File: src/rtl/nibble_serial_adder.sv
// rtl/nibble_serial_adder.sv - nibble-serial add/subtract sequencer around one fourbitadder slice
module fourbitadder (
    input  logic [3:0] addent,
    input  logic [3:0] augend,
    input  logic       cin,
    output logic [3:0] s,
    output logic       cout
);
    assign {cout, s} = {1'b0, addent} + {1'b0, augend} + {4'b0000, cin};
endmodule

module nibble_serial_adder #(
    parameter int NIBBLES = 4
) (
    input  logic                   clk,
    input  logic                   rst_n,
    input  logic                   start,
    input  logic [4*NIBBLES-1:0]   a,
    input  logic [4*NIBBLES-1:0]   b,
    input  logic                   cin,
    input  logic                   sub,
    output logic                   busy,
    output logic                   done,
    output logic [4*NIBBLES-1:0]   sum,
    output logic                   cout,
    output logic                   ovf
);
    localparam int W  = 4 * NIBBLES;
    localparam int CW = (NIBBLES > 1) ? $clog2(NIBBLES) : 1;
    localparam logic [CW-1:0] LAST = CW'(NIBBLES - 1);

    localparam logic [1:0] IDLE = 2'd0;
    localparam logic [1:0] RUN  = 2'd1;
    localparam logic [1:0] DONE = 2'd2;

    logic [1:0]    state;
    logic [W-1:0]  a_sr;
    logic [W-1:0]  b_sr;
    logic [W-1:0]  sum_sr;
    logic [W-1:0]  sum_next;
    logic [W-1:0]  slice_ext;
    logic [W-1:0]  b_eff;
    logic [CW-1:0] cnt;
    logic          carry;
    logic          a_msb;
    logic          b_msb;
    logic          accept;
    logic          last_nibble;
    logic [3:0]    slice_s;
    logic          slice_cout;

    assign busy        = (state == RUN);
    assign done        = (state == DONE);
    assign accept      = start && (state != RUN);
    assign last_nibble = (state == RUN) && (cnt == LAST);
    assign b_eff       = sub ? ~b : b;

    // Each slice result enters at the top so the LS nibble ends up at the bottom.
    assign slice_ext = W'(slice_s);
    assign sum_next  = (sum_sr >> 4) | (slice_ext << (W - 4));

    fourbitadder u_slice (
        .addent (a_sr[3:0]),
        .augend (b_sr[3:0]),
        .cin    (carry),
        .s      (slice_s),
        .cout   (slice_cout)
    );

    always_ff @(posedge clk or negedge rst_n) begin
        if (!rst_n) begin
            state <= IDLE;
        end else begin
            case (state)
                IDLE:    if (start) state <= RUN;
                RUN:     if (cnt == LAST) state <= DONE;
                DONE:    state <= start ? RUN : IDLE;
                default: state <= IDLE;
            endcase
        end
    end

    always_ff @(posedge clk or negedge rst_n) begin
        if (!rst_n) begin
            a_sr   <= '0;
            b_sr   <= '0;
            sum_sr <= '0;
            cnt    <= '0;
            carry  <= 1'b0;
            a_msb  <= 1'b0;
            b_msb  <= 1'b0;
        end else if (accept) begin
            a_sr  <= a;
            b_sr  <= b_eff;
            carry <= sub | cin;
            cnt   <= '0;
            a_msb <= a[W-1];
            b_msb <= b_eff[W-1];
        end else if (state == RUN) begin
            sum_sr <= sum_next;
            a_sr   <= a_sr >> 4;
            b_sr   <= b_sr >> 4;
            carry  <= slice_cout;
            cnt    <= cnt + CW'(1);
        end
    end

    // Visible results update only on the final nibble so they stay stable while busy.
    always_ff @(posedge clk or negedge rst_n) begin
        if (!rst_n) begin
            sum  <= '0;
            cout <= 1'b0;
            ovf  <= 1'b0;
        end else if (last_nibble) begin
            sum  <= sum_next;
            cout <= slice_cout;
            ovf  <= (a_msb == b_msb) && (slice_s[3] != a_msb);
        end
    end
endmodule
File: config.mk
export PLATFORM = sky130hd
export DESIGN_NAME = nibble_serial_adder
export DESIGN_NICKNAME = d
export VERILOG_FILES = /design/src/rtl/nibble_serial_adder.sv
export SDC_FILE = /design/constraint.sdc
export NUM_CORES = 1
export LEC_CHECK = 0
export BUFFER_PORTS_ARGS = -buffer_cell sky130_fd_sc_hd__buf_2
export CAP_MARGIN = 20
export CORE_MARGIN = 2
export CORE_UTILIZATION = 23
export DETAILED_ROUTE_END_ITERATION = 8
export GPL_TIMING_DRIVEN = 0
export HOLD_SLACK_MARGIN = 0.03
export PLACE_DENSITY_LB_ADDON = 0.05
export SETUP_SLACK_MARGIN = 0.5
export SLEW_MARGIN = 20
export SYNTH_ARGS = -nofsm -noshare
export SYNTH_HDL_FRONTEND = slang
export SYNTH_SLANG_ARGS = --single-unit
File: constraint.sdc
create_clock -name clk -period 2.5 [get_ports clk]
set_input_delay 0 -clock clk [delete_from_list [all_inputs] [get_ports clk]]
set_output_delay 0 -clock clk [all_outputs]
set_load 0.01 [all_outputs]
==> results.json <==
{
  "cts-root-buf": "clkbuf_16",
  "endpoint_kind": "flop",
  "cp_slowest_stage_delay_ns": 0.46,
  "via_count": 2367,
  "syn_inst": 300,
  "worstPathArrival_ns": 2.03,
  "drc": 0,
  "ant_nets": 0,
  "ff2ff_setup_slack_ns": 0.66,
  "overflow": 0,
  "p_int_mw": 3.16,
  "cp-start-kind": "flop",
  "yosysWarningCount": 0,
  "ys_ff_latch": 69,
  "p_clk_share_pct": 26.9,
  "p_comb_share_pct": 34.3,
  "grt_pass1_wl_mm": 13.2,
  "rsz0062_at_grt": "no",
  "period_share_pct": 73.5,
  "status": "complete, no violations",
  "power.switching_mw": 1.75,
  "place_hpwl_mm": 5.65,
  "setup_viol": 0,
  "synth_edf_count": 0,
  "hold_class": "primary input to flop",
  "synth_top_area_cell": "dfrtp_1",
  "clkTransAtPathRegs_ns": 0.06,
  "start_util_pct": 23.6,
  "finClkSkew_ns": 0.00622,
  "final_common_cell": "dfrtp_1",
  "async_reset_ff_share_pct": 100,
  "dr.first_iter.drc_count": 89,
  "netlist_area_um2": 3140,
  "ys_seq_area_share_pct": 55.0,
  "cts_tree": "built",
  "setup_tns_ns": 0,
  "syn2layout_area_growth_pct": 33.0,
  "synth_area_leaders": "dfrtp_1 55%, nand2_1 7.5%, o21ai_0 5.6%",
  "crit_chain": "fa_1 -> inv_1 -> fa_1 -> inv_1 -> a21o_1 -> a21oi_1 -> o21ai_0",
  "clk_latency_ns": 0.33,
  "diodes": 0,
  "maxSlewViolCount": 0,
  "drive_gt1_share_pct": 25.8,
  "crit_type": "flop to flop",
  "finalWirelength_mm": 7.93,
  "final_cell_mix": "69 x dfrtp_1, 63 x nand2_1, 59 x buf_2",
  "num-nets-final": 430,
  "die_h_um": 121,
  "slowest_stage": "fa_1",
  "min_to": "b_sr[15]",
  "boundaryPins": 57,
  "io_buffers": 54,
  "r2r-start": "a_sr[0]",
  "synthFlopType": "dfrtp_1",
  "p_leak_nw": 1.99,
  "startpoint": "a_sr[0]",
  "die_w_um": 121,
  "clock.fmax_mhz": 544,
  "tightestPinTransition_ns": 0.587,
  "yosys.area.top_type_share_pct": 55.0,
  "fill_cells": 1415,
  "hold_viol": 0,
  "critPathMaxFanout": 2,
  "ys_types": 30,
  "reg2reg_to": "carry",
  "fin_hold_ws_ns": 0.0643,
  "syn_area_per_cell_um2": 10.5,
  "reg2regPathDepth": 7,
  "clk_path_buf_depth": 2,
  "vias_per_cell": 4.17,
  "clock_sinks": 69,
  "dieArea_um2": 14600,
  "worstPathRequired_ns": 2.69,
  "antenna_found_initial": 0,
  "gp_congestion": 0.681,
  "grt_pass1_vias": 2443,
  "ir_drop_mv": 0.357,
  "wl_per_cell_um": 14.0,
  "max-cap-violations": 0,
  "switching_share_pct": 35.6,
  "p_per_area_nw_per_um2": 1180,
  "rows": 42,
  "core_um2": 13300,
  "maxSlewHeadroom_pct": 60.8,
  "finalCriticalPeriod_ns": 1.84,
  "hold_depth": 3,
  "hp-start": "b[15]",
  "grt_max_degree": 36,
  "seq_power_share_pct": 38.8,
  "firstDrtPassIters": 4,
  "synth_nets": 343,
  "track_usage_pct": 12.1,
  "cts-htree-levels": 3,
  "numCtsBuffers": 9
}
[how the worst max path moves through the flow]
stage               depth (start not counted)  slack (ns)     to
floorplan                                   7        0.89  carry
global placement                            7        0.62  carry
detailed placement                          7        0.62  carry
CTS                                         7        0.61  carry
global route                                7        0.53  carry
finish                                      7        0.66  carry
[metrics by stage]
| step | std cells | worst slack (ns) | utilization, % | power, mW | instance area [µm²] |
|---|---|---|---|---|---|
| floorplan | 300 | 0.886 | - | 2.99 | 3140 |
| detailed placement | 531 | 0.619 | 27.5 | 3.66 | 3650 |
| CTS | 568 | 0.615 | 31.4 | 5.05 | 4180 |
| global placement | 530 | 0.624 | 27.3 | 3.62 | 3630 |
| finish | 568 | 0.662 | 31.4 | 4.92 | 4180 |
| global route | 568 | 0.526 | 31.4 | 5.34 | 4180 |
[cell usage after synthesis, types with 3 or more instances]
cell	instances
dfrtp_1	69
nand2_1	63
o21ai_0	35
nor2_1	20
mux2i_1	16
xnor2_1	16
a21oi_1	14
mux2_2	14
buf_2	6
clkbuf_1	6
a211oi_1	4
ha_1	4
inv_1	4
buf_4	3
buf_6	3
nand3_1	3
[final cells by class]
class	instances	area, µm²	area share, %
multi-input cells	206	1270	30.5
repair buffers	76	503	12.0
clock buffers	13	270	6.47
well taps	176	220	5.27
plain buffers	18	109	2.61
clock inverters	3	42.5	1.02
inverters	7	31.3	0.749
flip-flops and latches	69	1730	41.4
[logic make-up after synthesis]
family | Yosys count | synth area share [%]
buffers and inverters | 25 | 4.46
xor gates and xnor gates | 18 | 5.02
AOI/OAI and AO/OA | 59 | 10.2
DFF | 69 | 55.0
muxes | 30 | 10.1
adders and majority gates | 6 | 2.87
and+or+nand+nor | 93 | 12.3
[worst max-delay path: cells and delay by family (launching register included)]
kind                       cells  cell delay, ns
AOI/OAI and AO/OA              3            0.49
adders and majority gates      2            0.66
buffers and inverters          2            0.13
DFF                            1            0.43
[sequential cells by signal, indices dropped and copies added, names as in the netlist]
| register | count |
|---|---|
| a_sr | 16 |
| b_sr | 16 |
| sum | 16 |
| sum_sr | 12 |
| cnt | 2 |
| state | 2 |
| a_msb | 1 |
| b_msb | 1 |
| carry | 1 |
| cout | 1 |
| ovf | 1 |
[power by group through the flow]
| stage | Sequential, mW | Combinational, mW | Clock [mW] |
|---|---|---|---|
| after global routing | 1.97 | 1.94 | 1.42 |
| after global placement | 1.93 | 1.69 | 0 |
| final | 1.91 | 1.69 | 1.32 |
| after detailed placement | 1.94 | 1.71 | 0 |
| after CTS | 1.93 | 1.74 | 1.38 |
| after floorplan | 1.91 | 1.08 | 0 |
[repair_timing]
action / CTS / global route
endpoints found under the setup margin: 0 / 0
gates resized for setup: 0 / 0
endpoints found under the hold margin: 55 / 0
hold buffers: 21 / 0
setup buffers: 0 / 0
[routing by layer]
metal	share of wire, %	global-route usage [%]
met2	50	19.9
met4	1.1	3.92
met3	3.4	3.96
met1	46	14.8
met5	0	0
No activity file was read; power rests on OpenSTA's default activity.
